<file path="config.mk">
export PLATFORM = sky130hd
export DESIGN_NAME = pll_lmmi_arbiter
export DESIGN_NICKNAME = d
export VERILOG_FILES = /design/src/rtl/pll_lmmi_pkg.sv /design/src/rtl/rr_arb2.sv /design/src/rtl/pll_lmmi_arbiter.sv
export SDC_FILE = /design/constraint.sdc
export NUM_CORES = 1
export LEC_CHECK = 0
export ABC_AREA = 1
export CAP_MARGIN = 20
export CORE_UTILIZATION = 25
export CTS_CLUSTER_DIAMETER = 40
export DETAILED_ROUTE_END_ITERATION = 12
export REMOVE_ABC_BUFFERS = 1
export SYNTH_ARGS = -nofsm -noshare
export SYNTH_HDL_FRONTEND = slang
export SYNTH_SLANG_ARGS = --single-unit
</file>
<file path="constraint.sdc">
create_clock -name LMMICLK -period 3.5 [get_ports LMMICLK]
set_clock_uncertainty 0.15 [all_clocks]
set_input_delay 0.35 -clock LMMICLK [delete_from_list [all_inputs] [get_ports LMMICLK]]
set_output_delay 0.35 -clock LMMICLK [all_outputs]
set_load 0.01 [all_outputs]
</file>
<file path="src/rtl/pll_lmmi_pkg.sv">
// Shared types and widths for the PLL LMMI arbiter slice.
package pll_lmmi_pkg;
  localparam int unsigned LMMI_OFFSET_W = 7;
  localparam int unsigned LMMI_DATA_W   = 8;

  typedef enum logic [1:0] {
    IDLE,
    ISSUE,
    WAIT_RD,
    DONE
  } state_t;
endpackage

</file>
<file path="src/rtl/rr_arb2.sv">
// Two-way round-robin grant; last_grant only moves on a tie so a lone requester
// never disturbs the alternation order of contended grants.
module rr_arb2 (
  input  logic       clk,
  input  logic       rst_n,
  input  logic [1:0] req,
  input  logic       take,
  output logic       any,
  output logic       grant
);
  logic last_grant;

  always_comb begin
    any   = |req;
    grant = (req == 2'b11) ? ~last_grant : req[1];
  end

  always_ff @(posedge clk or negedge rst_n) begin
    if (!rst_n) begin
      last_grant <= 1'b1;
    end else if (take && (req == 2'b11)) begin
      last_grant <= grant;
    end
  end
endmodule

</file>
<file path="src/rtl/pll_lmmi_arbiter.sv">
// Shares the PLL LMMI configuration port between two requesters with round-robin
// arbitration, read-data return and a per-transaction timeout.
module pll_lmmi_arbiter
  import pll_lmmi_pkg::*;
#(
  parameter int unsigned OFFSET_W       = LMMI_OFFSET_W,
  parameter int unsigned DATA_W         = LMMI_DATA_W,
  parameter int unsigned TIMEOUT_CYCLES = 255,
  parameter int unsigned TO_W           = 8
) (
  input  logic                LMMICLK,
  input  logic                LMMIRESET_N,
  input  logic                R0_REQUEST,
  input  logic                R0_WRRD_N,
  input  logic [OFFSET_W-1:0] R0_OFFSET,
  input  logic [DATA_W-1:0]   R0_WDATA,
  output logic                R0_READY,
  output logic                R0_RDATAVALID,
  output logic [DATA_W-1:0]   R0_RDATA,
  output logic                R0_ERR,
  input  logic                R1_REQUEST,
  input  logic                R1_WRRD_N,
  input  logic [OFFSET_W-1:0] R1_OFFSET,
  input  logic [DATA_W-1:0]   R1_WDATA,
  output logic                R1_READY,
  output logic                R1_RDATAVALID,
  output logic [DATA_W-1:0]   R1_RDATA,
  output logic                R1_ERR,
  output logic                LMMIREQUEST,
  output logic                LMMIWRRD_N,
  output logic [OFFSET_W-1:0] LMMIOFFSET,
  output logic [DATA_W-1:0]   LMMIWDATA,
  input  logic                LMMIREADY,
  input  logic                LMMIRDATAVALID,
  input  logic [DATA_W-1:0]   LMMIRDATA,
  output logic                BUSY,
  output logic                TO_STICKY,
  input  logic                CLR_TO
);
  state_t              state;
  logic                gnt;
  logic [TO_W-1:0]     cnt;
  logic                lmmi_req;
  logic                lmmi_wrrd;
  logic [OFFSET_W-1:0] lmmi_off;
  logic [DATA_W-1:0]   lmmi_wd;
  logic [1:0]          ready;
  logic [1:0]          rdv;
  logic [1:0]          err;
  logic [DATA_W-1:0]   rdata0;
  logic [DATA_W-1:0]   rdata1;
  logic                busy;
  logic                to_sticky;

  logic                arb_any;
  logic                arb_grant;
  logic                arb_take;
  logic                sel_wrrd;
  logic [OFFSET_W-1:0] sel_off;
  logic [DATA_W-1:0]   sel_wd;
  logic                timeout;

  rr_arb2 u_arb (
    .clk   (LMMICLK),
    .rst_n (LMMIRESET_N),
    .req   ({R1_REQUEST, R0_REQUEST}),
    .take  (arb_take),
    .any   (arb_any),
    .grant (arb_grant)
  );

  always_comb begin
    arb_take = (state == IDLE) && arb_any;
    sel_wrrd = arb_grant ? R1_WRRD_N : R0_WRRD_N;
    sel_off  = arb_grant ? R1_OFFSET : R0_OFFSET;
    sel_wd   = arb_grant ? R1_WDATA  : R0_WDATA;
    timeout  = (cnt == TO_W'(TIMEOUT_CYCLES - 1));
  end

  always_ff @(posedge LMMICLK or negedge LMMIRESET_N) begin
    if (!LMMIRESET_N) begin
      state     <= IDLE;
      gnt       <= 1'b0;
      cnt       <= '0;
      lmmi_req  <= 1'b0;
      lmmi_wrrd <= 1'b0;
      lmmi_off  <= '0;
      lmmi_wd   <= '0;
      ready     <= '0;
      rdv       <= '0;
      err       <= '0;
      rdata0    <= '0;
      rdata1    <= '0;
      busy      <= 1'b0;
      to_sticky <= 1'b0;
    end else begin
      // Completion pulses are raised on the transition into DONE and last one cycle.
      ready <= '0;
      rdv   <= '0;
      err   <= '0;
      if (CLR_TO) to_sticky <= 1'b0;

      unique case (state)
        IDLE: begin
          if (arb_any) begin
            gnt       <= arb_grant;
            lmmi_wrrd <= sel_wrrd;
            lmmi_off  <= sel_off;
            lmmi_wd   <= sel_wd;
            lmmi_req  <= 1'b1;
            cnt       <= '0;
            busy      <= 1'b1;
            state     <= ISSUE;
          end
        end
        ISSUE: begin
          if (LMMIREADY) begin
            lmmi_req <= 1'b0;
            cnt      <= '0;
            if (lmmi_wrrd) begin
              ready[gnt] <= 1'b1;
              state      <= DONE;
            end else begin
              state <= WAIT_RD;
            end
          end else if (timeout) begin
            lmmi_req   <= 1'b0;
            ready[gnt] <= 1'b1;
            err[gnt]   <= 1'b1;
            to_sticky  <= 1'b1;
            if (gnt) rdata1 <= '0;
            else     rdata0 <= '0;
            state      <= DONE;
          end else begin
            cnt <= cnt + TO_W'(1);
          end
        end
        WAIT_RD: begin
          if (LMMIRDATAVALID) begin
            ready[gnt] <= 1'b1;
            rdv[gnt]   <= 1'b1;
            if (gnt) rdata1 <= LMMIRDATA;
            else     rdata0 <= LMMIRDATA;
            state      <= DONE;
          end else if (timeout) begin
            ready[gnt] <= 1'b1;
            err[gnt]   <= 1'b1;
            to_sticky  <= 1'b1;
            if (gnt) rdata1 <= '0;
            else     rdata0 <= '0;
            state      <= DONE;
          end else begin
            cnt <= cnt + TO_W'(1);
          end
        end
        DONE: begin
          busy  <= 1'b0;
          state <= IDLE;
        end
        default: state <= IDLE;
      endcase
    end
  end

  assign R0_READY      = ready[0];
  assign R1_READY      = ready[1];
  assign R0_RDATAVALID = rdv[0];
  assign R1_RDATAVALID = rdv[1];
  assign R0_ERR        = err[0];
  assign R1_ERR        = err[1];
  assign R0_RDATA      = rdata0;
  assign R1_RDATA      = rdata1;
  assign LMMIREQUEST   = lmmi_req;
  assign LMMIWRRD_N    = lmmi_wrrd;
  assign LMMIOFFSET    = lmmi_off;
  assign LMMIWDATA     = lmmi_wd;
  assign BUSY          = busy;
  assign TO_STICKY     = to_sticky;
endmodule

</file>
==> results.md, run 1 <==
- DRC violations left: 0
- Worst Path Arrival: about 2.3 ns
- Pins Over Slew Limit: 0
- Setup Fix Bufs, Post-CTS: 0
- Htree depth: 2
- Max-slew headroom: about half
- Crit Path Max Fanout: 20
- Antenna Violating Nets Remaining: 0
- WP data required: 3.53 ns
- DR pass1 iterations: 6
- CP cell instances: inv_1 > ha_1 > inv_1 > a21oi_2 > inv_2 > nand2_1 > o21ai_0
- Global-route wire length before repair: between 10 and 15 mm
- Dpl ws: 1.129 ns
- CORE AREA: a little over 0.01 sq mm
- Sequential area share after synthesis: roughly half
- Die ar.: 0.01104 sq mm
- Post-synth top area cell: dfrtp_1
- Worst path max stage delay: between 0.5 and 0.6 ns
- Slowest CP cell: a21oi_2
- Clk sinks: 53
- Clk buf depth: 2
- Clock Root Buffer: clkbuf_8
- Post_cts resized: 0
- Max IR drop VDD: ~280 uV
- Initial antenna violation count: 0
- RSZ-0062 raised after global routing: no
- Number of global-route vias before repair: 2323
- Mapped cell area: about 0.0027 sq mm
- Maximum number of pins on one net before global-route repair: 28
- Commonest non-fill, non-tap cell in the layout: nand2_1
- Ports: slightly below 90
- Antenna diode count: 0
- Final Hold Fails: 0
- Clock Latency Late Sink: about 0.3 ns
- Drt via density: approximately 4.3
- Starting Density: ~26%
- GRT overflow: 0
- Leakage: ~1.8 nW
- Final nets: between 400 and 500
- DRT iter0 DRCs: 78
- Main area contributors after synthesis: dfrtp_1 (49%), nand2_1 (13%), o21ai_0 (7.4%)
- Die X: 105.1 um
- YS warnings: 0
- Pwr Density: 700.1 mW/mm^2
- Inst Count DP: about 540
- CTS clk-pin slew, worst paths: roughly 0.090 ns
- Worst min path class: reg2reg
- Startpoint types: register
- Final Non-Filler Cells: 552
- Count of state elements after synthesis: 53
- Core Rows: 37
- Routed WL per cell: between 10 and 15 um
- Core Util, Final: about 37%
- DR vias: ~2400
- Top-area cell type share of the netlist area: about half
- # Max-Cap Violations: 0
- Worst reg-to-reg setup slack: 1.22 ns
- Highest Clock Rate: around 0.44 GHz
- Routed Wire Length: about 6.8 mm
- Post-synth cell types: 28
- Measured slew at the worst slew-check pin: 0.7668 ns
- Die height: 105.1 um
- CP endpoint kind: register
- Crit Path Class: reg2reg
- CTS buffer count: 5
- Sum Neg Setup Slack: 0 ns
- Most frequent cells in the layout: nand2_1 (93), clkdlybuf4s50_1 (86), dfrtp_1 (52)
- Mapped Avg Cell Area: 8.144 sq um
- PortBufs: slightly below 90
- Final period util: 65.24%
- Mapped Cells: 326
- Area growth syn-to-layout: 41.99%
- Share of cells above drive strength 1: 7.452%
- Total GRT Usage: between 10% and 20%
- Cell mode on critical path: inv_1
- GPL Wtd Cong: 0.7812
- Status: finished, final reports clean
- CTS tree: built
- Top Family by Delay on Critical Path: compound AO/OA/AOI/OAI gates
- CP bufs+invs: 3
- Setup ws final: approximately 1.2 ns
- DPL Wire Length: about 5.2 mm
- Setup violators final: 0
- Minimum clock period after layout: 2.284 ns
state kept, by name, indices dropped and copies added, names as in the netlist:
name,cells
LMMIWDATA,8
R0_RDATA,8
R1_RDATA,8
cnt,8
LMMIOFFSET,7
err,2
rdv,2
ready,2
state,2
BUSY,1
LMMIREQUEST,1
LMMIWRRD_N,1
TO_STICKY,1
gnt,1
u_arb.last_grant,1
final cells by class:
class	count	area, sq um
repair buffers	89	883.3
fillers	1054	6554
clock buffers	6	72.57
multi-input cells	233	1154
inverters	33	123.9
flip-flops and latches	53	1328
clock inverters	2	38.79
well taps	136	170.2
Yosys cell counts:
master     n
buf_4      1
nand3_2    2
o22ai_1    2
nand2_1   93
nor2_1    30
xor2_1     1
buf_6      2
a21oi_4    1
ha_1       7
o21bai_1   1
a21oi_1    1
dfrtp_1   52
dfstp_2    1
nand3b_1   1
o21ai_1    7
buf_2      3
clkbuf_2   1
nand2_2    4
nand2_4    1
o21ai_0   39
nor2_4     3
nor2_2     3
inv_2      3
a22oi_1    1
inv_1     30
a21oi_2    4
nand4_1    4
nand3_1   28
kinds of logic (layout without fill, tap and decap cells):
logic type	Yosys count	count (layout)	synth area share [%]
AO/OA/AOI/OAI	56	56	11.83
AND/OR/NAND/NOR	169	169	27.99
flip-flops	53	53	50.00
buffers and inverters	40	130	6.550
XOR/XNOR	1	1	0.3299
adder cells (fa/ha/maj)	7	7	3.299
routing by layer:
metal / vias to the layer above / wire, um / global-route usage [%]
li1: 1221 / - / -
met1: 1103 / 3182 / 16.29
met2: 55 / 3245 / 21.38
met3: 6 / 232 / 2.246
met4: 0 / 89 / 3.119
met5: - / 0 / 0
worst paths after layout:
check	from	end	depth (start not counted)
min in group asynchronous	LMMIRESET_N	R0_RDATA[4]	2
worst min register to register	R1_RDATA[2]	R1_RDATA[2]	2
worst max-delay path	state[0]	LMMIWDATA[6]	7
worst max register to register	state[0]	LMMIWDATA[6]	7
max in group asynchronous	LMMIRESET_N	u_arb.last_grant	3
worst min-delay path	R1_RDATA[2]	R1_RDATA[2]	2
worst min-delay path: stages, from the launching register on:
cell and delay, ns:
dfrtp_1 0.35, nand2_1 0.05, nand2_1 0.04
metrics by stage:
| stage | hold WS, ns | area [sq um] | power [W] |
|---|---|---|---|
| floorplan | -0.09559 | 2605 | 0.001602 |
| global placement | 0.2362 | 3649 | 0.002225 |
| detailed placement | 0.2411 | 3649 | 0.002242 |
| CTS | 0.3324 | 3770 | 0.002671 |
| global route | 0.3636 | 3770 | 0.002843 |
| finish | 0.3266 | 3770 | 0.002639 |
power by group:
group	total (W)	switching, W	internal, W
sequential	0.000985	0.000145	0.000840
clock	0.000417	0.000202	0.000215
combinational	0.00124	0.000655	0.000583
what timing repair did:
item	CTS	global route
endpoints found under the setup margin	0	0
endpoints found under the hold margin	26	0
hold buffers	1	0
No activity file was read; power rests on OpenSTA's default activity.
==> inputs of run 2 (changes only) <==
==> constraint.sdc (replaced) <==
create_clock -name LMMICLK -period 1.85 [get_ports LMMICLK]
set_clock_uncertainty 0.15 [all_clocks]
set_input_delay 0.185 -clock LMMICLK [delete_from_list [all_inputs] [get_ports LMMICLK]]
set_output_delay 0.185 -clock LMMICLK [all_outputs]
set_load 0.01 [all_outputs]
==> results.md, run 2 (synthesized netlist as in run 1, its figures left out) <==
- Status: finished, final reports clean
- Clock Latency Late Sink: 0.31 ns
- Comb pwr share: a little over half
- Global-route wire length before repair: around 12 mm
- Crit Path Max Fanout: 5
- Seq pwr share: 35.3%
- Pins Over Slew Limit: 0
- Final nets: slightly below 500
- Clk sinks: between 50 and 60
- Routed Wire Length: around 7 mm
- Final Hold Fails: 0
- Antenna Violating Nets Remaining: 0
- Htree depth: 2
- Worst Path Arrival: about 1.9 ns
- Antenna diode count: 0
- Max-slew headroom: 78.77%
- Leakage: about 1.8 nW
- # Max-Cap Violations: 0
- Initial antenna violation count: 0
- Net Sw Frac: roughly two fifths
- Dpl ws: -0.04382 ns
- GRT overflow: 0
- Worst min path class: in2async
- Pwr Density: ~1300 mW/mm^2
- Minimum clock period after layout: 1.756 ns
- CTS clk-pin slew, worst paths: ~0.10 ns
- CTS buffer count: 5
- Setup ws final: 0.09448 ns
- Routed WL per cell: approximately 13 um
- DR vias: between 2000 and 3000
- Core Rows: 37
- Highest Clock Rate: ~0.57 GHz
- CORE AREA: roughly 0.010 sq mm
- Die height: roughly 110 um
- GPL Wtd Cong: 0.8095
- Total GRT Usage: 13.34%
- Placed cell areas: around 0.0037 sq mm
- Internal Power: approximately 0.0032 W
- Final period util: between 90% and 100%
- WP data required: 1.95 ns
- Clock share of power: around an eighth
- Drt via density: roughly 4.4
- DRT iter0 DRCs: about 110
- Measured slew at the worst slew-check pin: roughly 0.32 ns
- CTS tree: built
- Setup violators final: 0
- Filler Cells Inserted: 1056
- Max IR drop VDD: around 450 uV
- Most frequent cells in the layout: nand2_1 (93), clkdlybuf4s50_1 (86), dfrtp_1 (52)
- NetSw: between 0.002 and 0.0025 W
- Crit Path Class: reg2reg
- PortBufs: 87
- Startpoint types: register
- CP endpoint kind: register
- Area growth syn-to-layout: 47.79%
- Commonest non-fill, non-tap cell in the layout: nand2_1
- Reg2reg start: state[1]
- Ports: 88
- Share of cells above drive strength 1: between 10% and 20%
- Die ar.: approximately 0.011 sq mm
- Sum Neg Setup Slack: 0 ns
- DPL Wire Length: approximately 5.3 mm
- Design area: just under 0.004 sq mm
- Clk buf depth: 2
- Clock Root Buffer: clkbuf_8
- Critical path origin: state[1]
- DRC violations left: 0
- Number of global-route vias before repair: about 2500
- Starting Density: 25.72%
- Maximum number of pins on one net before global-route repair: 54
- Die X: 105.1 um
- DR pass1 iterations: 4
-- run 2: worst max-delay path, cell delays in order, from the launching register on --
cell	delay, ns
dfrtp_1	0.39
inv_2	0.08
ha_2	0.33
inv_1	0.07
a21oi_2	0.16
inv_2	0.08
nor2_4	0.17
buf_4	0.14
nand3_1	0.06
nand2_1	0.07
-- run 2: cell type report --
type	count	area (sq um)	share of cell area [%]
multi-input cells	233	1189	30.29
well taps	136	170.2	4.337
flip-flops and latches	53	1328	33.83
clock inverters	2	13.76	0.3508
inverters	33	123.9	3.157
clock buffers	6	72.57	1.849
repair buffers	106	1027	26.18
-- run 2: path summary, 6_finish.rpt --
path                                         end  slack, ns  cells after the start
min in group LMMICLK               LMMIOFFSET[2]       0.32                      3
worst max register to register       R0_RDATA[2]       0.09                      9
worst min-delay path                 R1_RDATA[3]       0.23                      3
worst max-delay path                 R0_RDATA[2]       0.09                      9
worst min register to register       R1_RDATA[2]       0.33                      2
max in group asynchronous       u_arb.last_grant       1.02                      3
-- run 2: metrics by stage --
stage                     cells  util, %  total power (W)  hold WS, ns
after floorplan             319        -         0.003031      -0.2606
after global placement      554    36.26         0.004356      0.05565
after detailed placement    554    36.26         0.004397      0.05586
after CTS                   563    37.29         0.005099       0.2493
after global routing        569    38.01         0.005636       0.2548
final                       569    38.01         0.005228       0.2333
-- run 2: power groups by stage --
| stage | sequential [W] | combinational, W | clock [W] |
|---|---|---|---|
| floorplan | 0.00202 | 0.00101 | 0 |
| global placement | 0.00186 | 0.00249 | 0 |
| detailed placement | 0.00187 | 0.00253 | 0 |
| CTS | 0.00185 | 0.00256 | 0.000688 |
| global route | 0.00190 | 0.00300 | 0.000733 |
| finish | 0.00185 | 0.00273 | 0.000655 |
-- run 2: routing by layer --
metal  routed length (um)  up-vias  global-route usage [%]
met5                    0        -                       0
met4                  112        0                   3.521
met3                  362       11                   2.994
met2                 3408       77                   22.47
met1                 3233     1185                   17.18
li1                     -     1259                       -
-- run 2: repair_timing --
action,in CTS,in global routing
hold endpoints to repair,53,0
buffers inserted,0,6
cloned,0,0
setup endpoints to repair,8,40
hold buffers,1,0
pin swaps,0,2
gates resized for setup,2,12
